==> src/rtl/mii_hex_streamer.sv <==
// Captures bytes from an MII receive core into a FIFO and streams them to a UART
// transmitter as lowercase/uppercase ASCII hex, separated and broken into lines.
module mii_hex_streamer #(
  parameter int         DEPTH_LOG2     = 6,
  parameter int         BYTES_PER_LINE = 16,
  parameter bit         UPPERCASE      = 1'b0,
  parameter logic [7:0] SEP_CHAR       = 8'h20,
  parameter int         CNT_W          = 16
) (
  input  logic                  clk,
  input  logic                  reset,
  input  logic                  in_rdy,
  input  logic [7:0]            in_d,
  input  logic                  in_eof,
  input  logic                  tx_active,
  output logic                  tx_dv,
  output logic [7:0]            tx_byte,
  output logic                  overflow,
  output logic [CNT_W-1:0]      drop_count,
  output logic [DEPTH_LOG2:0]   fifo_level,
  output logic                  busy
);

  localparam int                  DEPTH    = 1 << DEPTH_LOG2;
  localparam logic [DEPTH_LOG2:0] PTR_ONE  = 1;
  localparam logic [7:0]          LAST_COL = 8'(BYTES_PER_LINE - 1);

  typedef enum logic [2:0] {IDLE, HI, LO, SEP, CR, LF} state_t;

  state_t              state;
  logic                rdy_q;
  logic [DEPTH_LOG2:0] wr_ptr;
  logic [DEPTH_LOG2:0] rd_ptr;
  logic [8:0]          mem [DEPTH];
  logic [7:0]          byte_h;
  logic                eof_h;
  logic [7:0]          col;

  logic       wr_req;
  logic       fifo_empty;
  logic       fifo_full;
  logic       issue_ok;
  logic       pop;
  logic       wr_en;
  logic [8:0] head;

  function automatic logic [7:0] hex_char(input logic [3:0] n);
    if (n < 4'd10) return 8'h30 + {4'd0, n};
    return (UPPERCASE ? 8'h41 : 8'h61) + {4'd0, n} - 8'd10;
  endfunction

  assign wr_req     = in_rdy & ~rdy_q;
  assign fifo_empty = (wr_ptr == rd_ptr);
  assign fifo_full  = (wr_ptr[DEPTH_LOG2] != rd_ptr[DEPTH_LOG2]) &&
                      (wr_ptr[DEPTH_LOG2-1:0] == rd_ptr[DEPTH_LOG2-1:0]);
  assign issue_ok   = ~tx_dv & ~tx_active;
  assign pop        = (state == IDLE) & ~fifo_empty & issue_ok;
  // A pop on the same edge frees a slot, so a write into a full FIFO is still legal.
  assign wr_en      = wr_req & (~fifo_full | pop);
  assign head       = mem[rd_ptr[DEPTH_LOG2-1:0]];
  assign fifo_level = wr_ptr - rd_ptr;
  assign busy       = (state != IDLE) | ~fifo_empty;

  always_ff @(posedge clk) begin
    if (wr_en) mem[wr_ptr[DEPTH_LOG2-1:0]] <= {in_eof, in_d};
  end

  always_ff @(posedge clk) begin
    if (!reset) begin
      rdy_q      <= 1'b0;
      wr_ptr     <= '0;
      overflow   <= 1'b0;
      drop_count <= '0;
    end else begin
      rdy_q <= in_rdy;
      if (wr_en) begin
        wr_ptr <= wr_ptr + PTR_ONE;
      end else if (wr_req) begin
        overflow <= 1'b1;
        if (drop_count != '1) drop_count <= drop_count + CNT_W'(1);
      end
    end
  end

  // Pops are gated on issue_ok, so the high digit normally goes out from IDLE;
  // HI only parks an already-popped byte until the UART can take it.
  always_ff @(posedge clk) begin
    if (!reset) begin
      state   <= IDLE;
      rd_ptr  <= '0;
      tx_dv   <= 1'b0;
      tx_byte <= 8'h00;
      byte_h  <= 8'h00;
      eof_h   <= 1'b0;
      col     <= 8'h00;
    end else begin
      tx_dv <= 1'b0;
      case (state)
        IDLE: if (pop) begin
          rd_ptr  <= rd_ptr + PTR_ONE;
          byte_h  <= head[7:0];
          eof_h   <= head[8];
          tx_byte <= hex_char(head[7:4]);
          tx_dv   <= 1'b1;
          state   <= LO;
        end
        HI: if (issue_ok) begin
          tx_byte <= hex_char(byte_h[7:4]);
          tx_dv   <= 1'b1;
          state   <= LO;
        end
        LO: if (issue_ok) begin
          tx_byte <= hex_char(byte_h[3:0]);
          tx_dv   <= 1'b1;
          if (eof_h || col == LAST_COL) begin
            col   <= 8'h00;
            state <= CR;
          end else begin
            col   <= col + 8'd1;
            state <= SEP;
          end
        end
        SEP: if (issue_ok) begin
          tx_byte <= SEP_CHAR;
          tx_dv   <= 1'b1;
          state   <= IDLE;
        end
        CR: if (issue_ok) begin
          tx_byte <= 8'h0D;
          tx_dv   <= 1'b1;
          state   <= LF;
        end
        LF: if (issue_ok) begin
          tx_byte <= 8'h0A;
          tx_dv   <= 1'b1;
          state   <= IDLE;
        end
        default: state <= IDLE;
      endcase
    end
  end

endmodule

==> config.mk <==
export PLATFORM = sky130hd
export DESIGN_NAME = mii_hex_streamer
export DESIGN_NICKNAME = d
export VERILOG_FILES = /design/src/rtl/mii_hex_streamer.sv
export SDC_FILE = /design/constraint.sdc
export NUM_CORES = 1
export LEC_CHECK = 0
export ABC_AREA = 1
export CORE_AREA = 2 2 223 225
export DETAILED_ROUTE_END_ITERATION = 10
export DIE_AREA = 0 0 225 227
export PLACE_DENSITY = 0.71
export SYNTH_ARGS = -nofsm -noshare
export SYNTH_HDL_FRONTEND = slang
export SYNTH_SLANG_ARGS = --single-unit
==> constraint.sdc <==
create_clock -name clk -period 4 [get_ports clk]
set_input_delay 1.2 -clock clk [delete_from_list [all_inputs] [get_ports clk]]
set_output_delay 1.2 -clock clk [all_outputs]
set_load 0.01 [all_outputs]
==> After elaboration in Yosys (flattened, before gate mapping) <==
Memories as Yosys holds them, arrays and structs flattened. A register that Yosys moved wholly into a read port is not among the register bits.
Index checks and enable logic that the tools add are counted.
{ "op_classes": {"addsub": 14, "magnitude_cmp": 3, "eq_ne": 17, "n_mux": 40, "bitwise_logic": 13, "reduce_logical": 13} }
{ "ops": {"columns": ["operator", "count"], "rows": [
  ["2-to-1 mux 8 bit", 13],
  ["case mux 8 bit (6 select lines)", 1],
  ["adder 7 x 4 -> 8 bit, first input constant", 3],
  ["subtractor 8 x 4 -> 8 bit, second input constant", 3],
  ["adder 6 x 4 -> 7 bit, first input constant", 3],
  ["2-to-1 mux 3 bit", 6],
  ["adder 16 x 1 -> 16 bit, second input constant", 1],
  ["2-to-1 mux 1 bit", 16],
  ["!= test 16 bit, second input constant", 1],
  ["case mux 3 bit (5 select lines)", 1],
  ["adder 7 x 1 -> 7 bit, second input constant", 2],
  ["< comparator 4 bit, second input constant", 3],
  ["2-to-1 mux 6 bit", 2],
  ["!= test 2 bit, second input constant", 6],
  ["adder 8 x 1 -> 8 bit, second input constant", 1],
  ["== test 8 x 4 -> 1 bit, second input constant", 1],
  ["== test 7 bit", 1],
  ["AND reduction 7 bit", 1],
  ["subtractor 7 bit", 1],
  ["== test 3 x 2 -> 1 bit, second input constant", 2],
  ["== test 3 bit, second input constant", 2],
  ["== test 6 bit", 1],
  ["inverter 1 bit", 6],
  ["AND reduction 2 bit", 3],
  ["other kinds (15)", 20]
]} }
{ "word_totals": {"reg_bits": 61, "ramBits": 576, "output_inout_bits": 34, "word_cells": 112, "n_memories": 1} }
{ "mem_list": {"columns": ["name", "words", "width", "read_ports", "rd_ports_with_merged_regs", "write_ports", "line_no", "source"], "rows": [
  ["mem", 64, 9, 1, 1, 1, "34", "logic [8:0] mem [DEPTH];"]
]} }

==> Depth between registers and ports, before layout <==
{ "logic_depth": {"depth_word": 10, "mapped_depth": 19} }

==> Worst setup path after synthesis <==
OpenSTA, ideal clock, no wires.
{ "synth_path": {"kind": "input to register", "from": "in tx_active", "to": "mem mem[11][0], enable pin", "t_arrival_ps": 2803, "path_slack_ps": 823, "cell_stages": 9, "n_path_buf": 0, "path_cell_list": "nor2_1 inv_1 nor3_2 nand2_4 nand3_2 nand2_1 nor2_1 nand3_1 nor2_1"} }
{ "synth_via": {"elab_chain_cells": 7} }
{ "synth_lines": {"columns": ["item", "line_no", "source"], "rows": [
  ["from (decl)", "15", "input logic tx_active,"],
  ["inverter 1 bit", "56", "assign issue_ok = ~tx_dv & ~tx_active;"],
  ["AND 1 bit", "56", null],
  ["AND 1 bit", "57", "assign pop = (state == IDLE) & ~fifo_empty & issue_ok;"],
  ["bitwise OR 1 bit", "59", "assign wr_en = wr_req & (~fifo_full | pop);"],
  ["AND 1 bit", "59", null],
  ["2-to-1 mux 1 bit", "65", "if (wr_en) mem[wr_ptr[DEPTH_LOG2-1:0]] <= {in_eof, in_d};"],
  ["2-to-1 mux 1 bit (implied by the code)", "65", null],
  ["to (decl)", "34", null]
]} }
Every way passes these cells.

==> Worst setup path after layout <==
{ "layout_path": {"from": "reg rd_ptr[2]", "to": "out fifo_level[5]"} }
{ "layout_via": {"elab_chain_cells": 1} }
{ "layout_lines": {"columns": ["item", "line_no", "source"], "rows": [
  ["from (decl)", "33", "logic [DEPTH_LOG2:0] rd_ptr;"],
  ["from (signal assigned)", "100", "rd_ptr <= rd_ptr + PTR_ONE;"],
  ["subtractor 7 bit", "61", "assign fifo_level = wr_ptr - rd_ptr;"],
  ["to (decl)", "20", "output logic [DEPTH_LOG2:0] fifo_level,"]
]} }
Every way passes these cells.

==> impl_results.rst <==
.. list-table::
   :header-rows: 1

   * - Metric
     - Value
   * - Peak supply drop
     - 0.314 mV
   * - Tcrit/Tclk final
     - 94.8%
   * - Least-Margin Pin Slew
     - 1060 ps
   * - Total of flip-flops plus latches after synthesis
     - 642
   * - Count of nets left with antenna violations after detail routing
     - 0
   * - Final cell count without fillers
     - 3,057
   * - Drt drc
     - 0
   * - Worst hold-check path type
     - register to register
   * - M1 wire length
     - 26,900 um
   * - Number of buffers and inverters on the critical path
     - 2
   * - Vias in the first global route
     - 17,900
   * - Netlist Area Pre-Place
     - 0.0265 mm2
   * - Cts bufs inserted
     - 66
   * - Count of nets after finishing
     - 2,413
   * - Syn Nets
     - 2,332
   * - Fmax achieved
     - 0.264 GHz
   * - Area of the multi-input gates
     - 0.00683 mm2
   * - Data required, critical path
     - 2800 ps
   * - Number of placed cells counting well taps
     - 2,940
   * - Final routed wirelength across all metal layers
     - 69,200 um
   * - Final clock skew
     - 18.2 ps
   * - CTS tree
     - yes
   * - Via/cell ratio
     - 6.09
   * - RSZ-0062 raised after global routing
     - false
   * - Fill cell instance count of the final layout
     - 3,647
   * - Top fanout value on the critical path
     - 4
   * - Average instance area after synthesis
     - 11.5 um2
   * - Layout cells sized above 1
     - 9.82%
   * - Cells after Synth
     - 2,305
   * - Final setup vio count
     - 0
   * - Crit path largest cell delay
     - 550 ps
   * - Number of flops mapped to enable cells by yosys
     - 576
   * - Gp weighted congestion
     - 0.907
   * - Clock root buffer
     - clkbuf_16
   * - Minimum period implied by the final worst setup slack
     - 3790 ps
   * - Drt initial violations
     - 2,457
   * - Global-route congestion overflow total
     - 0
   * - FFs w/ async S/R, synth
     - 0%
   * - Global-route usage over all layers
     - 27.5%
   * - Setup crit start kind
     - register
   * - H-tree level count
     - 3
   * - Pwr dens
     - 581 mW/mm2
   * - Final-layout setup total negative slack
     - 0 ps
   * - CTS Sinks
     - 642
   * - Vias post-DR
     - 18,600
   * - Distinct cell type count after synthesis
     - 52
   * - Overall power
     - 17.5 mW
   * - Count of buffers inserted at the top-level ports
     - 45
   * - Final number of hold-violating endpoints
     - 0
   * - Area share of the leading cell type in the synthesized netlist
     - 65.3%
   * - First-pass DRT Iterations
     - 6
   * - Width of the die
     - 225 um
   * - Worst slack on hold paths
     - 467 ps
   * - Chip Height
     - 227 um
   * - Total I/O pin count
     - 47
   * - Largest net degree at the start of global routing
     - 145
   * - Wirelength per Cell
     - 22.7 um
   * - CP top delay family
     - buffers and inverters
   * - Cell with the most instances after synthesis
     - edfxtp_1
   * - Arrival @ worst endpoint
     - 2590 ps
   * - Synth area leaders
     - edfxtp_1, nand2_1, dfxtp_1
   * - Max-cap viol count
     - 0
   * - Die Outline Area
     - 0.0511 mm2
   * - Area growth from synthesis to layout
     - 13.7%
   * - Worst skew pair latency
     - 590 ps
   * - Footprint of the flip-flops and latches
     - 0.0186 mm2
   * - Worst relative slew slack
     - 28.7%
   * - Status
     - completed
   * - Critical Path Slowest Stage Cell
     - clkdlybuf4s50_1
   * - Setup Crit Path Kind
     - register to output port
   * - Count of warnings emitted by yosys
     - 0
   * - Clk slew on worst S/H paths
     - 60 ps
   * - DR WL met3
     - 7820 um
   * - Type of element capturing the critical path
     - output port
   * - Clock buffer depth
     - 3
   * - Core Box Area
     - 0.0485 mm2
   * - Initial standard-cell utilization of the core
     - 54.6%
   * - Leakage dissipation
     - 10.5 nW
   * - HPWL after detailed placement
     - 40,500 um
   * - Final Max Tran Viols
     - 0
   * - Top layer used by detailed routing
     - met4
   * - Total setup buffers inserted after CTS
     - 0
   * - First-pass GRT wire length
     - 104,000 um
   * - Met2 wire length
     - 32,400 um
   * - Ranking of synthesized cells by instance count
     - edfxtp_1, nand2_1, nor2_1, nand3_1, o21ai_0
   * - Initial antenna violation count
     - 0
   * - Share of the yosys chip area belonging to registers
     - 70.3%
   * - Cell taking the most area after synthesis
     - edfxtp_1
   * - Row count
     - 81
   * - Cell breakdown of the critical path
     - inv_1 -> ha_1 -> a21oi_1 -> o21ai_1 -> a21oi_1 -> nor2_1 -> nor2_1 -> xnor2_1 -> clkdlybuf4s50_1
   * - Most used flip-flop cell after synthesis
     - edfxtp_1
==> sequential cells by signal (all words and copies together), names as in the netlist, named ones only <==
| register | cells |
|---|---|
| mem | 576 |
| drop_count | 16 |
| byte_h | 8 |
| col | 8 |
| rd_ptr | 7 |
| tx_byte | 7 |
| wr_ptr | 7 |
| state | 3 |
| eof_h | 1 |
| overflow | 1 |
| rdy_q | 1 |
| tx_dv | 1 |
==> worst register-to-register path, stage by stage, from the launching register on <==
cell and delay, ps:
dfxtp_4 490, inv_8 390, buf_4 400, nand2_1 130, nand3_1 90, nand3_1 90
nand2_1 190, nand2_1 70, nand3_1 110, nand3_1 180, nand2_1 280, inv_1 110
ha_1 240, xor2_1 160, nand2_1 60, nand2_1 60, nand2_1 50, a21oi_1 170
==> metrics by stage <==
step                      setup WS (ps)  utilization [%]  cell area (um2)
after detailed placement            182             57.4            27800
after global routing               47.6             62.0            30100
after global placement              242             57.4            27800
final                               206             62.0            30100
after floorplan                     823                -            26500
after CTS                           100             62.0            30100
==> path summary, 6_finish.rpt <==
check             start             to  slack, ps  cells past startpoint
max           rd_ptr[2]  fifo_level[5]        210                      9
min          tx_byte[0]     tx_byte[0]        470                      2
max reg2reg    register     tx_byte[2]        670                     17
min reg2reg  tx_byte[0]     tx_byte[0]        470                      2
==> metal layers <==
layer	vias to the layer above	global-route usage [%]
met2	1155	43.8
met4	0	10.1
li1	8402	-
met5	-	0
met3	143	6.71
met1	8913	37.0
==> cell usage in the layout (no fill, tap or decap), drive strengths merged, types with 2 or more instances in the layout <==
| cell | n |
|---|---|
| or2 | 5 |
| nand3 | 256 |
| xor2 | 6 |
| edfxtp | 576 |
| a31oi | 6 |
| a21oi | 38 |
| clkbuf | 81 |
| nand4 | 9 |
| ha | 13 |
| clkinv | 28 |
| o22ai | 80 |
| nor2 | 311 |
| nor3 | 28 |
| nor4 | 3 |
| o221ai | 19 |
| inv | 94 |
| dfxtp | 66 |
| bufinv | 10 |
| nand2 | 393 |
| o21ai | 236 |
| buf | 104 |
| o211ai | 10 |
| nor3b | 7 |
| clkinvlp | 3 |
| xnor2 | 4 |
| clkdlybuf4s50 | 34 |
| o31ai | 2 |
==> repair_timing <==
action	CTS	global route
pin swaps	0	0
setup endpoints to repair	1	2
hold buffers	0	0
gates resized for setup	2	5
==> logic make-up after synthesis <==
kind of cell | synth area share [%]
AOI/OAI and AO/OA | 8.38
xor gates and xnor gates | 0.331
adders and majority gates | 0.690
buffers and inverters | 3.93
DFF | 70.3
other | 0.0142
and+or+nand+nor | 16.4
==> power breakdown <==
group,switching (mW),internal [mW]
Combinational,2.49,1.10
Sequential,0.122,7.42
Clock,2.49,3.88
Total,5.10,12.4
==> final cells by class <==
type                       instances  share of cell area, %
antenna                            1                0.00831
clock buffer                      81                   6.06
clock inverter                    35                   1.43
inverter                         100                   1.29
multi-input combinational       1436                   22.7
sequential                       642                   61.9
tap                              622                   2.58
timing repair buffer             140                   4.08
Note: power is estimated with default switching activity, not from simulation.
